<file path="config.mk">
export PLATFORM = sky130hd
export DESIGN_NAME = rr_arb_mux_flat
export DESIGN_NICKNAME = d
export VERILOG_FILES = /design/src/rtl/rr_arb_mux_pkg.sv /design/src/rtl/rr_arb_mux_if.sv /design/src/rtl/rr_arb_mux_pick.sv /design/src/rtl/rr_arb_mux.sv /design/src/flat_wrapper.sv
export SDC_FILE = /design/constraint.sdc
export NUM_CORES = 1
export LEC_CHECK = 0
export BUFFER_PORTS_ARGS = -buffer_cell sky130_fd_sc_hd__buf_2
export CAP_MARGIN = 40
export CORE_UTILIZATION = 49
export DETAILED_ROUTE_END_ITERATION = 16
export GPL_TIMING_DRIVEN = 0
export PLACE_DENSITY = 0.84
export SLEW_MARGIN = 25
export SYNTH_ARGS = -nofsm -noshare
export SYNTH_HDL_FRONTEND = slang
export SYNTH_SLANG_ARGS = --single-unit
export TNS_END_PERCENT = 20
</file>
<file path="constraint.sdc">
create_clock -name clk -period 5.8 [get_ports clk]
set_clock_uncertainty 0.2 [all_clocks]
set_input_delay 0.87 -clock clk [delete_from_list [all_inputs] [get_ports clk]]
set_output_delay 0.87 -clock clk [all_outputs]
set_load 0.005 [all_outputs]
</file>
<file path="src/rtl/rr_arb_mux_pkg.sv">
// Shared definitions for the round-robin arbitrating multiplexer:
// index-width helpers and the packet-lock state encoding.
package rr_arb_mux_pkg;

    function automatic int clog2(input int value);
        int r;
        r = 0;
        while ((1 << r) < value) begin
            r = r + 1;
        end
        return r;
    endfunction

    // Channel index is at least one bit wide so N=1 still has a legal port.
    function automatic int sel_w(input int n);
        return (clog2(n) > 1) ? clog2(n) : 1;
    endfunction

    typedef enum logic {
        IDLE   = 1'b0,
        LOCKED = 1'b1
    } state_t;

endpackage

</file>
<file path="src/rtl/rr_arb_mux_if.sv">
// Bundles the N input valid/ready channels and the single registered
// output channel of rr_arb_mux.
interface rr_arb_mux_if
    import rr_arb_mux_pkg::*;
#(
    parameter int N = 4,
    parameter int W = 8
) ();
    localparam int SEL_W = sel_w(N);

    logic [N-1:0]     in_valid;
    logic [N*W-1:0]   in_data;
    logic [N-1:0]     in_last;
    logic [N-1:0]     in_ready;
    logic             out_valid;
    logic [W-1:0]     out_data;
    logic             out_last;
    logic [SEL_W-1:0] out_sel;
    logic             out_ready;

    modport slave (
        input  in_valid, in_data, in_last, out_ready,
        output in_ready, out_valid, out_data, out_last, out_sel
    );

    modport master (
        output in_valid, in_data, in_last, out_ready,
        input  in_ready, out_valid, out_data, out_last, out_sel
    );
endinterface

</file>
<file path="src/rtl/rr_arb_mux_pick.sv">
// Combinational rotating priority encoder: first set request at or above
// ptr, wrapping from N-1 back to 0.
module rr_pick
    import rr_arb_mux_pkg::*;
#(
    parameter int N     = 4,
    parameter int SEL_W = sel_w(N)
) (
    input  logic [N-1:0]     req,
    input  logic [SEL_W-1:0] ptr,
    output logic [N-1:0]     gnt_onehot,
    output logic [SEL_W-1:0] gnt_idx,
    output logic             any
);
    logic [2*N-1:0]   masked_s;
    logic             hit_s;
    logic [SEL_W-1:0] idx_s;

    // Masking the low copy below ptr lets the upper copy supply the wrapped search.
    always_comb begin
        masked_s = {req, req} & ({(2*N){1'b1}} << ptr);
        hit_s    = 1'b0;
        idx_s    = '0;
        for (int i = 0; i < 2*N; i++) begin
            if (masked_s[i] && !hit_s) begin
                hit_s = 1'b1;
                idx_s = SEL_W'(i % N);
            end else begin
                hit_s = hit_s;
            end
        end
    end

    // One-hot form of the winning index.
    always_comb begin
        gnt_onehot = '0;
        for (int j = 0; j < N; j++) begin
            gnt_onehot[j] = hit_s && (idx_s == SEL_W'(j));
        end
    end

    assign gnt_idx = idx_s;
    assign any     = |req;

endmodule

</file>
<file path="src/rtl/rr_arb_mux.sv">
// N-channel round-robin arbitrating multiplexer with a registered output
// stage and optional packet lock that holds a grant until the last beat.
module rr_arb_mux
    import rr_arb_mux_pkg::*;
#(
    parameter int N    = 4,
    parameter int W    = 8,
    parameter int LOCK = 0
) (
    input  logic         clk,
    input  logic         rst,
    rr_arb_mux_if.slave  bus
);
    localparam int SEL_W = sel_w(N);

    state_t           state_r, state_nx_s;
    logic [SEL_W-1:0] lock_ch_r, ptr_r, ptr_nx_s;
    logic             out_valid_r, out_last_r;
    logic [W-1:0]     out_data_r;
    logic [SEL_W-1:0] out_sel_r;

    logic [N-1:0]     lock_mask_s, elig_s, gnt_oh_s, in_ready_s;
    logic [SEL_W-1:0] gnt_idx_s;
    logic             any_s, slot_free_s, xfer_s, last_s, leave_s;
    logic [W-1:0]     data_s;

    rr_pick #(.N(N), .SEL_W(SEL_W)) u_pick (
        .req        (elig_s),
        .ptr        (ptr_r),
        .gnt_onehot (gnt_oh_s),
        .gnt_idx    (gnt_idx_s),
        .any        (any_s)
    );

    assign elig_s      = bus.in_valid & lock_mask_s;
    assign slot_free_s = !out_valid_r || bus.out_ready;
    assign xfer_s      = slot_free_s && any_s && !rst;
    assign data_s      = bus.in_data[int'(gnt_idx_s)*W +: W];
    assign last_s      = bus.in_last[gnt_idx_s];
    assign leave_s     = (state_r == LOCKED) && xfer_s && last_s;

    // Ready goes only to the granted channel, and never while in reset.
    always_comb begin
        if (rst || !slot_free_s) begin
            in_ready_s = '0;
        end else begin
            in_ready_s = gnt_oh_s;
        end
    end

    // Lock state register and locked channel capture.
    always_ff @(posedge clk) begin
        if (rst) begin
            state_r   <= IDLE;
            lock_ch_r <= '0;
        end else begin
            state_r <= state_nx_s;
            if ((state_r == IDLE) && xfer_s && !last_s) begin
                lock_ch_r <= gnt_idx_s;
            end
        end
    end

    // Lock next-state: only multi-beat packets enter LOCKED.
    always_comb begin
        state_nx_s = state_r;
        case (state_r)
            IDLE: begin
                if ((LOCK != 0) && xfer_s && !last_s) begin
                    state_nx_s = LOCKED;
                end else begin
                    state_nx_s = IDLE;
                end
            end
            LOCKED: begin
                if (xfer_s && last_s) begin
                    state_nx_s = IDLE;
                end else begin
                    state_nx_s = LOCKED;
                end
            end
            default: state_nx_s = IDLE;
        endcase
    end

    // Lock output: in LOCKED only the owning channel stays eligible.
    always_comb begin
        lock_mask_s = '1;
        case (state_r)
            IDLE: lock_mask_s = '1;
            LOCKED: begin
                for (int i = 0; i < N; i++) begin
                    lock_mask_s[i] = (lock_ch_r == SEL_W'(i));
                end
            end
            default: lock_mask_s = '1;
        endcase
    end

    // Pointer moves past the winner, but not on the beat that ends a lock.
    always_comb begin
        if (xfer_s && !leave_s) begin
            if (gnt_idx_s == SEL_W'(N-1)) begin
                ptr_nx_s = '0;
            end else begin
                ptr_nx_s = gnt_idx_s + SEL_W'(1);
            end
        end else begin
            ptr_nx_s = ptr_r;
        end
    end

    // Pointer and output pipeline register.
    always_ff @(posedge clk) begin
        if (rst) begin
            ptr_r       <= '0;
            out_valid_r <= 1'b0;
            out_data_r  <= '0;
            out_last_r  <= 1'b0;
            out_sel_r   <= '0;
        end else begin
            ptr_r <= ptr_nx_s;
            if (slot_free_s) begin
                if (any_s) begin
                    out_valid_r <= 1'b1;
                    out_data_r  <= data_s;
                    out_last_r  <= last_s;
                    out_sel_r   <= gnt_idx_s;
                end else begin
                    out_valid_r <= 1'b0;
                end
            end
        end
    end

    assign bus.in_ready  = in_ready_s;
    assign bus.out_valid = out_valid_r;
    assign bus.out_data  = out_data_r;
    assign bus.out_last  = out_last_r;
    assign bus.out_sel   = out_sel_r;

endmodule

</file>
<file path="src/flat_wrapper.sv">
// flat-port wrapper written by rule: the top's interface ports become plain ports
module rr_arb_mux_flat import rr_arb_mux_pkg::*;
#(
    parameter int N    = 4,
    parameter int W    = 8,
    parameter int LOCK = 0
)
  (clk, rst, bus_in_valid, bus_in_data, bus_in_last, bus_out_ready, bus_in_ready, bus_out_valid, bus_out_data, bus_out_last, bus_out_sel);
  rr_arb_mux_if #(.N(N), .W(W)) bus_i ();
  input  logic clk;
  input  logic rst;
  input wire logic [$bits(bus_i.in_valid)-1:0] bus_in_valid;
  input wire logic [$bits(bus_i.in_data)-1:0] bus_in_data;
  input wire logic [$bits(bus_i.in_last)-1:0] bus_in_last;
  input wire logic [$bits(bus_i.out_ready)-1:0] bus_out_ready;
  output wire logic [$bits(bus_i.in_ready)-1:0] bus_in_ready;
  output wire logic [$bits(bus_i.out_valid)-1:0] bus_out_valid;
  output wire logic [$bits(bus_i.out_data)-1:0] bus_out_data;
  output wire logic [$bits(bus_i.out_last)-1:0] bus_out_last;
  output wire logic [$bits(bus_i.out_sel)-1:0] bus_out_sel;
  assign bus_i.in_valid = bus_in_valid;
  assign bus_i.in_data = bus_in_data;
  assign bus_i.in_last = bus_in_last;
  assign bus_i.out_ready = bus_out_ready;
  assign bus_in_ready = bus_i.in_ready;
  assign bus_out_valid = bus_i.out_valid;
  assign bus_out_data = bus_i.out_data;
  assign bus_out_last = bus_i.out_last;
  assign bus_out_sel = bus_i.out_sel;
  rr_arb_mux #(.N(N), .W(W), .LOCK(LOCK)) u_core (.clk(clk), .rst(rst), .bus(bus_i));
endmodule
</file>
Word-level counts from Yosys, hierarchy flattened
Index checks and enable logic that the tools add are counted.
{"block": "totals", "reg_bits": 17, "input_bits": 43}
{"block": "op_classes", "order_cmp": 1, "n_bitwise": 3, "eq_ne": 6, "n_shift": 2, "n_mux": 23, "addsub": 1, "n_reduce_logical": 37}
{"op": "32-bit by 6-bit indexed part select with 8-bit output", "count": 1}
{"op": "1-bit logical AND", "count": 19}
{"op": "2-bit two-way mux", "count": 7}
{"op": "1-bit logical NOT", "count": 12}
{"op": "1-bit two-way mux", "count": 12}
{"op": "8-bit AND", "count": 1}
{"op": "2-bit equality test (second input constant)", "count": 4}
{"op": "4-bit case mux with 2 select lines", "count": 1}
{"op": "8-bit by 2-bit left shift with 8-bit output (first input constant)", "count": 1}
{"op": "4-bit AND", "count": 1}
{"op": "2-bit by 1-bit equality test with 1-bit output (second input constant)", "count": 2}
{"op": "2-bit logical NOT", "count": 2}
{"op": "4-bit two-way mux", "count": 1}
{"op": "4-bit OR reduction", "count": 1}
{"op": "2-bit by 3-bit < comparator with 1-bit output (second input constant)", "count": 1}
{"op": "2-bit by 1-bit adder with 2-bit output (second input constant)", "count": 1}
{"op": "1-bit binary-select mux with 2-bit select", "count": 1}
{"op": "1-bit logical OR", "count": 2}
{"op": "1-bit case mux with 2 select lines", "count": 1}
{"op": "2-bit AND reduction", "count": 1}
{"op": "1-bit inverter", "count": 1}

Longest topological paths before layout
{"block": "logic_depth", "depth_word": 31, "mapped_depth": 10, "ltp_nobuf": 7}

Modules after synthesis
Synthesis repeated with hierarchy kept, for this count alone.
{"block": "unflattened", "cells_unflattened": 132, "area_unflattened_um2": 1224.9}
{"module": "rr_arb_mux", "seq_area_each_um2": 340.3, "area_each_um2": 1024.7, "instances": 1, "cells_per_inst": 101}
{"module": "rr_pick", "seq_area_each_um2": 0.0, "area_each_um2": 200.2, "instances": 1, "cells_per_inst": 31}

Worst setup path before layout
OpenSTA, ideal clock, no wires.
{"block": "synth_path", "path_type": "in2out", "start": "input port bus_in_valid[2]", "end": "output port bus_in_ready[0]", "path_stages": 8, "n_path_buf": 2, "required_ns": 4.730, "slack_ns": 2.482, "arrival_time_ns": 2.248, "cell_sequence": "inv_1 a221o_1 a311oi_4 buf_6 buf_6 inv_1 ha_1 and2_1"}
{"block": "synth_via", "elab_chain_cells": 22}
{"element": "start: declaration", "line": "flat_wrapper.sv:12", "source": "input wire logic [$bits(bus_i.in_valid)-1:0] bus_in_valid;"}
{"element": "4-bit AND (*)", "line": "rr_arb_mux.sv:35", "source": "assign elig_s = bus.in_valid & lock_mask_s;"}
{"element": "8-bit AND (*)", "line": "rr_arb_mux_pick.sv:21", "source": "masked_s = {req, req} & ({(2*N){1'b1}} << ptr);"}
{"element": "1-bit logical AND", "line": "rr_arb_mux_pick.sv:25", "source": "if (masked_s[i] && !hit_s) begin"}
{"element": "1-bit two-way mux", "line": "rr_arb_mux_pick.sv:25"}
{"element": "1-bit logical NOT", "line": "rr_arb_mux_pick.sv:25"}
{"element": "1-bit logical AND", "line": "rr_arb_mux_pick.sv:25"}
{"element": "1-bit two-way mux", "line": "rr_arb_mux_pick.sv:25"}
{"element": "1-bit logical NOT", "line": "rr_arb_mux_pick.sv:25"}
{"element": "[... 7 more ...]"}
{"element": "1-bit two-way mux", "line": "rr_arb_mux_pick.sv:25"}
{"element": "1-bit logical NOT", "line": "rr_arb_mux_pick.sv:25"}
{"element": "1-bit logical AND", "line": "rr_arb_mux_pick.sv:25"}
{"element": "2-bit two-way mux (*)", "line": "rr_arb_mux_pick.sv:25"}
{"element": "via u_core.gnt_idx_s[1]", "line": "rr_arb_mux.sv:23", "source": "logic [SEL_W-1:0] gnt_idx_s;"}
{"element": "2-bit logical NOT (*)", "line": "rr_arb_mux_pick.sv:38", "source": "gnt_onehot[j] = hit_s && (idx_s == SEL_W'(j));"}
{"element": "1-bit logical AND (*)", "line": "rr_arb_mux_pick.sv:38"}
{"element": "4-bit two-way mux (*)", "line": "rr_arb_mux.sv:44", "source": "if (rst || !slot_free_s) begin"}
{"element": "end: declaration", "line": "flat_wrapper.sv:16", "source": "output wire logic [$bits(bus_i.in_ready)-1:0] bus_in_ready;"}
The timed path passes the listed nets; every way through them passes the cells marked *.

Worst setup path in the final report
{"block": "layout_path", "start": "input port bus_in_valid[0]", "end": "output port bus_in_ready[3]"}
{"block": "layout_via", "elab_chain_cells": 27}
{"element": "4-bit AND (*)", "line": "rr_arb_mux.sv:35"}
{"element": "8-bit AND (*)", "line": "rr_arb_mux_pick.sv:21"}
{"element": "1-bit two-way mux", "line": "rr_arb_mux_pick.sv:25"}
{"element": "1-bit logical NOT", "line": "rr_arb_mux_pick.sv:25"}
{"element": "1-bit logical AND", "line": "rr_arb_mux_pick.sv:25"}
{"element": "1-bit two-way mux", "line": "rr_arb_mux_pick.sv:25"}
{"element": "1-bit logical NOT", "line": "rr_arb_mux_pick.sv:25"}
{"element": "1-bit logical AND", "line": "rr_arb_mux_pick.sv:25"}
{"element": "[... 12 more ...]"}
{"element": "1-bit two-way mux", "line": "rr_arb_mux_pick.sv:25"}
{"element": "1-bit logical NOT", "line": "rr_arb_mux_pick.sv:25"}
{"element": "1-bit logical AND", "line": "rr_arb_mux_pick.sv:25"}
{"element": "2-bit two-way mux (*)", "line": "rr_arb_mux_pick.sv:25"}
{"element": "via u_core.gnt_idx_s[0]", "line": "rr_arb_mux.sv:23"}
{"element": "2-bit equality test (*)", "line": "rr_arb_mux_pick.sv:38"}
{"element": "1-bit logical AND (*)", "line": "rr_arb_mux_pick.sv:38"}
{"element": "4-bit two-way mux (*)", "line": "rr_arb_mux.sv:44"}
Marks and branches as above.

==> impl_metrics.ini <==
[placement]
io_buffers = 57
gp_congestion = 0.7911
dp_hpwl_mm = 2.479
placed_cells = 225

[detailed_routing]
first_pass_iters = 4
viasPerCell = 5.450
routedWlPerCell_microns = 13.69
wl_mm = 3.136
ant_nets = 0
drcViolationCount = 0
drt_iter0_markers = 22
vias = 1248

[logic_synthesis]
synth.area.mux_share_pct = 18.28
ys_seq_area_share_pct = 27.78
syn_avg_cell_area_sq_um = 8.749
synthXorXnorAreaFrac_pct = 0
synthTopCellsByArea = dfxtp_1 28%, mux2i_1 9.8%, mux2_2 7.4%, a22o_1 5.7%, nand2_1 4.6%
yosysUniqueCellTypes = 32
yosys.area.top_type = dfxtp_1
synthAdderAreaFrac_pct = 4.086
synthSimpleGateAreaFrac_pct = 19.82
syn_nets = 187
yosys_warnings = 0
syn_inst = 140
synth_area_sq_um = 1225
synth_compound_area_share_pct = 22.88
synth_top_family_by_area = compound AO/OA/AOI/OAI gates
synth-seq-cells = 17
synth.top_cell.area_share_pct = 27.78

[grt]
grt_overflow = 0
grt_max_degree = 12
antenna_found_initial = 0
grtUsageTotal_pct = 24.05
grt_pass1_vias = 1137
grt_pass1_wl_mm = 4.836

[sta]
hold_violations = 0
rsz0062_at_grt = false
fin_setup_tns_ns = 0
tightest_slew_ns = 0.4281
fin_crit_sh_pct = 64.41
max_freq_ghz = 0.2677
relSlewSlack_pct = 71.46
drv_slew = 0
final.min_clock_period_ns = 3.736
setup_viol = 0

[setup_path]
cp_cell_sequence = buf_2 -> nand2b_1 -> a21oi_1 -> a211oi_1 -> nor3_4 -> buf_2 -> buf_2 -> ha_1 -> and2_1 -> buf_2
worst_path_most_repeated_cell = buf_2
critical_path_cell_count = 10
arrival_ns = 2.67
cp_num_buf_inv = 4
critPathKind = in2out
critPathMaxFanout = 11
critical-path-slowest-cell = nor3_4
critPathMaxStageDelay_ns = 0.29
required_ns = 4.73
cp_top_family = buffers and inverters
rr_worst_depth = 9
start_kind = primary input
end_kind = output port

[cts]
cts_tree = built
cts_buffers = 3
clockBufferDepth = 2
clk-insertion-delay-late_ns = 0.30
cts.repair.resized = 0
post_cts_buffers = 0
cts_num_sinks = 17
postCtsHoldBufs = 0
clkSlewWorstSetupHoldPaths_ns = 0.10
cts_root_buf = clkbuf_4
htreeDepth = 1

[floorplan]
core_sq_um = 2276
die_area_sq_um = 2704
io_pins = 59
start_util_pct = 53.82
dieHeight_microns = 52
rows = 17
die_w_microns = 52

[finish]
drive_gt1_share_pct = 40.30
finalNetCount = 249
n_antenna_cell = 0
area_delta_synth_final_pct = 28.40
fill_cells = 201
fin_cells = 229

[pwr]
total_power_mw = 0.3621
p_leak_nw = 0.7726
vdd_drop_max_mv = 0.1539
power.density_nw_per_um2 = 230.2

[hold_path]
holdCritPathClass = reg2reg
min_delay_path_depth = 2

[flow_run]
cap_violations = 0

[status]
status = complete, no violations
logic make-up after synthesis:
logic type | count (synthesis)
flip-flops | 17
AO/OA/AOI/OAI | 38
adder cells (fa/ha/maj) | 4
AND/OR/NAND/NOR | 44
buffers and inverters | 16
multiplexers | 21
power by group:
group          internal, mW  switching [mW]  total [mW]
Combinational        0.0772          0.0780       0.155
Clock                0.0257          0.0402      0.0659
Sequential            0.132         0.00873       0.141
Total                 0.235           0.127       0.362
synthesized netlist by cell type, drive strengths merged:
library cell	count
nor3b	1
a211oi	1
o31ai	2
nor3	4
nand2b	7
a21o	1
or4	2
ha	4
a311oi	1
and3b	2
mux2i	13
a22o	8
buf	8
dfxtp	17
a221o	2
a21oi	7
and2	5
nor2	6
inv	5
mux2	8
o311ai	2
o41ai	2
clkbuf	3
o21ai	12
and3	2
nand2	15
per-layer routing:
layer | share of wire [%] | up-vias | global-route usage (%)
li1 | - | 629 | -
met1 | 42 | 571 | 28.37
met2 | 51 | 41 | 42.31
met3 | 5.8 | 7 | 6.433
met4 | 1.0 | 0 | 6.306
met5 | 0 | - | 0
cells in the final DEF (no fill, tap or decap), drive strengths merged:
master / instances
clkinv: 1
a221o: 2
nor3b: 1
and2: 5
mux2: 8
clkbuf: 6
ha: 4
a311oi: 1
nand2: 15
o311ai: 2
nor3: 4
o21ai: 12
mux2i: 13
o31ai: 2
nor2: 6
a21o: 1
and3: 2
o41ai: 2
inv: 5
a211oi: 1
a21oi: 7
a22o: 8
and3b: 2
or4: 2
buf: 65
dfxtp: 17
nand2b: 7
stage by stage:
stage	hold WS (ns)	utilization, %	instance area (sq um)	setup WS (ns)
floorplan	0.2527	-	1225	2.482
global placement	0.2421	67.89	1545	2.099
detailed placement	0.2543	67.89	1545	2.068
CTS	0.2838	69.10	1573	2.056
global route	0.2955	69.10	1573	1.872
finish	0.2794	69.10	1573	2.064
tightest hold or removal path, cell delays in order (launching register included):
cell and delay, ns:
dfxtp_1 0.33, nand2_1 0.05, a21oi_1 0.06
state kept, by name, summed over array words and instances, names as in the netlist:
register,cells
u_core.bus.out_data,8
u_core.bus.out_sel,2
u_core.lock_ch_r,2
u_core.ptr_r,2
u_core.bus.out_last,1
u_core.bus.out_valid,1
u_core.state_r,1
worst paths after layout:
kind | from | end | slack (ns)
worst max-delay path | bus_in_valid[0] | bus_in_ready[3] | 2.06
worst min-delay path | u_core.bus.out_last | u_core.bus.out_last | 0.28
worst max register to register | u_core.state_r | u_core.ptr_r[0] | 2.95
worst min register to register | u_core.bus.out_last | u_core.bus.out_last | 0.28
layout make-up:
cell class / instances / area [sq um] / area share [%]
repair buffers: 57 / 285.3 / 18.14
multi-input cells: 107 / 797.0 / 50.68
well taps: 28 / 35.03 / 2.228
plain buffers: 11 / 68.82 / 4.375
clock buffers: 3 / 22.52 / 1.432
inverters: 5 / 18.77 / 1.193
clock inverters: 1 / 5.005 / 0.3182
flip-flops and latches: 17 / 340.3 / 21.64
(Power assumes the default switching activity.)
